File: config.mk
export PLATFORM = sky130hd
export DESIGN_NAME = fanout_dispatcher
export DESIGN_NICKNAME = d
export VERILOG_FILES = /design/src/rtl/fanout_dispatcher.sv
export SDC_FILE = /design/constraint.sdc
export NUM_CORES = 1
export LEC_CHECK = 0
export CORE_MARGIN = 4
export CORE_UTILIZATION = 30
export CTS_CLUSTER_SIZE = 10
export DETAILED_ROUTE_END_ITERATION = 6
export HOLD_SLACK_MARGIN = 0.03
export SLEW_MARGIN = 0
export SYNTH_ARGS = -nofsm -noshare
export SYNTH_HDL_FRONTEND = slang
export SYNTH_SLANG_ARGS = --single-unit
File: constraint.sdc
create_clock -name clk -period 2.2 [get_ports clk]
set_clock_uncertainty 0.2 [all_clocks]
set_input_delay 0.44 -clock clk [delete_from_list [all_inputs] [get_ports clk]]
set_output_delay 0.44 -clock clk [all_outputs]
set_load 0.05 [all_outputs]
File: src/rtl/fanout_dispatcher.sv
// Single-clock stream dispatcher: one-entry buffer fanning items out to N_CHILD
// children, either to one child in strict round-robin order or to all of them (broadcast).
module fanout_dispatcher #(
  parameter int DATA_W  = 32,
  parameter int N_CHILD = 10,
  parameter int CNT_W   = 16,
  localparam int PTR_W  = $clog2(N_CHILD)
) (
  input  logic               clk,
  input  logic               rst,
  input  logic               in_valid,
  output logic               in_ready,
  input  logic [DATA_W-1:0]  in_data,
  input  logic               in_bcast,
  output logic [N_CHILD-1:0] out_valid,
  input  logic [N_CHILD-1:0] out_ready,
  output logic [DATA_W-1:0]  out_data,
  output logic [PTR_W-1:0]   rr_ptr,
  output logic [CNT_W-1:0]   disp_cnt
);

  logic               buf_valid;
  logic               buf_bcast;
  logic [DATA_W-1:0]  buf_data;
  logic [N_CHILD-1:0] acc_mask;
  logic [N_CHILD-1:0] rr_sel;
  logic [N_CHILD-1:0] hs;
  logic               item_done;
  logic               load;

  function automatic logic [PTR_W-1:0] next_ptr(input logic [PTR_W-1:0] p);
    if (p == PTR_W'(N_CHILD - 1)) return '0;
    return p + PTR_W'(1);
  endfunction

  // out_valid is built from registered state only, so it never depends on out_ready.
  always_comb begin
    rr_sel = '0;
    for (int i = 0; i < N_CHILD; i++) rr_sel[i] = (rr_ptr == PTR_W'(i));
    if (buf_bcast) out_valid = {N_CHILD{buf_valid}} & ~acc_mask;
    else           out_valid = {N_CHILD{buf_valid}} & rr_sel;
    hs = out_valid & out_ready;
    if (buf_bcast) item_done = buf_valid & (&(acc_mask | hs));
    else           item_done = |hs;
    in_ready = !rst & (!buf_valid | item_done);
    load     = in_valid & in_ready;
    out_data = buf_data;
  end

  // Buffer stage: a completing item and a new load may share the same edge.
  always_ff @(posedge clk) begin
    if (rst) begin
      buf_valid <= 1'b0;
      buf_bcast <= 1'b0;
      buf_data  <= '0;
      acc_mask  <= '0;
      rr_ptr    <= '0;
      disp_cnt  <= '0;
    end else begin
      if (load) begin
        buf_valid <= 1'b1;
        buf_data  <= in_data;
        buf_bcast <= in_bcast;
        acc_mask  <= '0;
      end else if (item_done) begin
        buf_valid <= 1'b0;
        acc_mask  <= '0;
      end else if (buf_valid && buf_bcast) begin
        acc_mask  <= acc_mask | hs;
      end
      if (item_done && !buf_bcast) rr_ptr <= next_ptr(rr_ptr);
      if (item_done) disp_cnt <= disp_cnt + CNT_W'(1);
    end
  end

endmodule

After elaboration in Yosys (flattened, before gate mapping). Cells that the tools add are included.

Register bits after elaboration: 64. Bits in latches: 0. RAM bits: 0. ROM bits: 0. Bits of input ports: 46. Output and inout port bits: 63. Word-level logic and storage cells: 45. Memories: 0.

$add $sub $neg: 2. Multipliers: 0. Divide/modulo/power cells: 0. Magnitude comparators: 0. Eq/ne operators: 9. Shift operators: 0. Muxes and demuxes: 9. Bitwise operators: 9. Reductions and logical operators: 10.

Operators by type and width (count): AND 10 bit (3); adder 16 x 1 -> 16 bit (second input constant) (1); == test 4 x 3 -> 1 bit (second input constant) (4); two-way mux 10 bit (1); inverter 10 bit (1); OR 10 bit (1); AND reduction 10 bit (1); OR reduction 10 bit (1); == test 4 x 2 -> 1 bit (second input constant) (2); == test 4 bit (second input constant) (2); two-way mux 4 bit (2); two-way mux 1 bit (6); adder 4 x 1 -> 4 bit (second input constant) (1); == test 4 x 1 -> 1 bit (second input constant) (1); logical NOT 4 bit (1); AND 1 bit (3); logical NOT 1 bit (3); OR reduction 3 bit (1); logical AND 1 bit (2); nonzero test 2 bit (1); OR 1 bit (1).

Longest topological paths before layout.
Depth after elaboration: 12. Depth in mapped cells: 10. Mapped depth without buffers: 6.

Worst setup path after synthesis. Ideal clock, no wire load.

Path kind: flip-flop to output port. Start: register rr_ptr[0]. End: output in_ready. Data arrival time: 2.503 ns. Required time: 1.560 ns. Path slack: -0.943 ns. Stages on the path, launching flop included: 9. Buffers on the path: 3. Cells stage by stage: dfxtp_1 buf_4 nand2_1 o31ai_1 nand4bb_1 buf_2 buf_4 and3_1 nor2_1.

Cells in the longest elaborated chain, start to end: 10.

Ends and longest elaborated chain: from (decl) (RTL line 18) `output logic [PTR_W-1:0] rr_ptr,`; from (signal assigned) (RTL line 71) `if (item_done && !buf_bcast) rr_ptr <= next_ptr(rr_ptr);`; == test 4 x 1 -> 1 bit (tied with other cells) (RTL line 39) `for (int i = 0; i < N_CHILD; i++) rr_sel[i] = (rr_ptr == PTR_W'(i));`; AND 10 bit (*) (RTL line 41) `else out_valid = {N_CHILD{buf_valid}} & rr_sel;`; two-way mux 10 bit (*) (RTL line 40) `if (buf_bcast) out_valid = {N_CHILD{buf_valid}} & ~acc_mask;`; AND 10 bit (*) (RTL line 42) `hs = out_valid & out_ready;`; OR 10 bit (RTL line 43) `if (buf_bcast) item_done = buf_valid & (&(acc_mask | hs));`; AND reduction 10 bit (RTL line 43); AND 1 bit (RTL line 43); two-way mux 1 bit (*) (RTL line 43); OR 1 bit (*) (RTL line 45) `in_ready = !rst & (!buf_valid | item_done);`; AND 1 bit (*) (RTL line 45); to (decl) (RTL line 12) `output logic in_ready,`.

Mark *: on every way between the ends. The rest lies on a longest branch, timed or not.

Final worst setup path. Same ends and word-level chain as after synthesis.

==> results by group <==
Cells and area
  – Post-route cell area: 0.00584 mm²
  – Post-Layout Cell Count: 710
  – Layout area overhead: 79.5%
  – Diode count: 0
  – Area taken by flip-flops and latches: 0.00132 mm²
  – # nets final: 616
  – Layout filler cell count: 939
  – Multi-input gate area: 0.00211 mm²
  – Layout cells sized above 1: 35.2%

Worst setup path
  – CP max-delay cell: dfxtp_4
  – Worst Path Max Fanout: 8
  – Buf+Inv Stages, Crit Path: 1
  – Worst Setup Start Kind: register
  – Critical path's top delay family: flip-flops
  – Crit-path max cell delay: 0.43 ns
  – R2R depth: 12
  – Worst endpoint data arrival time: 1.95 ns
  – Setup CP Type: reg2out
  – CP Data Required Time: 1.56 ns
  – Crit path depth: 7
  – CP Capture Type: output pin
  – Critical Path, Cell by Cell: mux2_4, nand4_1, o2111ai_4, o21ai_4, and3_4, nor2_4, buf_12

Yosys
  – Post-synth cell types: 44
  – Cells after Synth: 390
  – Cell accounting for the most synthesized area: dfxtp_1
  – Largest cells by area after synthesis: dfxtp_1, mux2i_1, nand2_1
  – Mapped cell area: 0.00325 mm²
  – Mux contribution to synthesized area: 16.0%
  – Register area share after synthesis: 39.4%
  – Post-synth top area share: 39.4%
  – Syn avg cell area: 8.34 µm²
  – Syn Nets: 437
  – Synth top cells by count: nand2_1, dfxtp_1, nor2_1
  – Most common cell in the synthesized netlist: nand2_1
  – Post-Synth Simple-Gate Area: 26.0%
  – Synth Area in XOR/XNOR: 0.269%
  – Number of flops mapped to enable cells by yosys: 0
  – Register bit total from synthesis: 64
  – Synth Area in Compound Gates: 12.5%
  – Combinational family with the most area after synthesis: simple AND/OR/NAND/NOR gates
  – Ys Warns: 0
  – Post-Synth Adder-Cell Area: 0.385%
  – FFs w/ async S/R, synth: 0%
  – Prevailing post-synth register cell: dfxtp_1

Clock tree
  – CTS sink count: 64
  – Num CTS Buffers: 9
  – Clk buf depth: 2
  – CTS tree: yes
  – Root buffer cell: clkbuf_8
  – Later-pin clock latency in the skew report: 0.35 ns
  – Clock transition at path regs: 0.07 ns
  – Htree depth: 3

Placed design
  – HPWL after DPL: 7.21 mm
  – Placed cell areas: 0.00493 mm²
  – Cells after DPL: 658
  – Worst slack, placed: -0.643 ns
  – Final GP Congestion: 0.832
  – Port Buf Inserts: 108

Timing
  – RSZ-0062 raised after global routing: true
  – Final max-slew violation count: 0
  – Post-layout min period: 2.59 ns
  – Relative slew slack: 64.0%
  – Slack of the critical path: -0.389 ns
  – Final Hold Vio Count: 0
  – Achievable Freq: 386 MHz
  – Final Cycle Share: 118%
  – Setup TNS: -16.25 ns
  – Final number of setup-violating endpoints: 69
  – Worst slew pin tran: 0.540 ns

Routing
  – Post-DR wirelength/cell: 15.8 µm
  – Drt drc: 0
  – Vias: 3509
  – Antenna-violating nets left: 0
  – Initial DRC Count: 104
  – Post-Route WL: 11.2 mm
  – First-pass iteration count of the detailed router: 5
  – Via-to-Cell Ratio: 4.94

Status
  – Status: finished with violations
  – Failing checks: negative setup slack

Floorplan
  – Die Wd: 112 µm
  – Initial core utilization: 31.1%
  – FP Rows: 37
  – Die H: 112 µm
  – I/O pin total: 109
  – Die footprint: 0.0126 mm²
  – Core area: 0.0105 mm²

GRT
  – Initial antenna violation count: 0
  – Largest net degree at the start of global routing: 67
  – Number of global-route vias before repair: 3501
  – GRT overflow: 0
  – Global-route usage over all layers: 16.5%
  – First-pass GRT wire length: 16.9 mm

Hold path
  – Worst hold path class: reg2reg
  – Hold depth: 2

Power and ir drop
  – Leak Pwr: 2.50 nW
  – Power per Cell Area: 528 mW/mm²
  – Worst IR Drop VDD: 0.282 mV

Job
  – Max-Cap Viols: 0
per-stage QoR:
step	total power [mW]	utilization, %	hold slack, ns
CTS	3.07	53.4	0.259
detailed placement	1.98	47.1	0.249
global route	3.21	55.8	0.278
floorplan	1.67	-	0.254
global placement	1.98	47.1	0.241
finish	3.09	55.8	0.258
final timing paths:
path | start | end | slack, ns
worst min-delay path | out_data[9] | out_data[9] | 0.26
worst min register to register | out_data[9] | out_data[9] | 0.26
worst max-delay path | rr_ptr[0] | in_ready | -0.39
worst max register to register | rr_ptr[3] | out_data[6] | -0.37
cell usage in the layout, fill, tap and decap left out, drive strengths merged, types with 10 or more instances in the layout:
| master | netlist | final |
|---|---|---|
| nor2b | 14 | 14 |
| o22ai | 17 | 17 |
| nand3 | 18 | 18 |
| nor2 | 36 | 36 |
| dfxtp | 64 | 64 |
| mux2 | 16 | 16 |
| dlygate4sd2 | 0 | 10 |
| a21oi | 16 | 16 |
| mux2i | 34 | 34 |
| clkdlybuf4s50 | 0 | 64 |
| buf | 14 | 114 |
| clkbuf | 14 | 13 |
| nand2 | 83 | 83 |
per-layer routing:
metal	wire [µm]	global-route usage, %	part of all wire, %
met5	0	0	0
met4	182	6.89	1.6
met3	906	5.77	8.1
met2	5650	28.5	50
met1	4500	18.5	40
registers in the layout, summed over array words and instances (netlist names):
name and flops:
rr_ptr 4, disp_cnt 16, buf_bcast 1, acc_mask 10
out_data 32, buf_valid 1
timing repair:
item,4_1_cts,5_1_grt
endpoints found under the setup margin,58,79
cloned,4,0
pin swaps,20,17
hold buffers,0,0
gates resized for setup,72,43
setup buffers,20,18
worst register-to-register path: cells and delay by family (launching register included):
kind / cells / cell delay [ns]
AOI/OAI and AO/OA: 3 / 0.58
buffers and inverters: 6 / 0.76
and+or+nand+nor: 2 / 0.41
DFF: 1 / 0.34
muxes: 1 / 0.20
power by group:
group	leakage [nW]	switching, mW	total [mW]	internal (mW)
clock	0.0983	0.470	0.975	0.504
combinational	1.87	0.457	0.871	0.413
sequential	0.530	0.0404	1.24	1.20
total	2.50	0.968	3.09	2.12
area by class of cell:
| cell class | count | share of cell area [%] |
|---|---|---|
| timing repair buffer | 196 | 34.6 |
| clock buffer | 13 | 2.91 |
| sequential | 64 | 22.6 |
| clock inverter | 3 | 0.257 |
| tap | 136 | 2.91 |
| multi-input combinational | 292 | 36.2 |
| inverter | 6 | 0.493 |
kinds of logic after synthesis:
kind of cell	Yosys count
AO/OA/AOI/OAI	58
flip-flops	64
AND/OR/NAND/NOR	182
buffers and inverters	34
XOR/XNOR	1
multiplexers	50
adder cells (fa/ha/maj)	1
No activity file was read; power rests on OpenSTA's default activity.
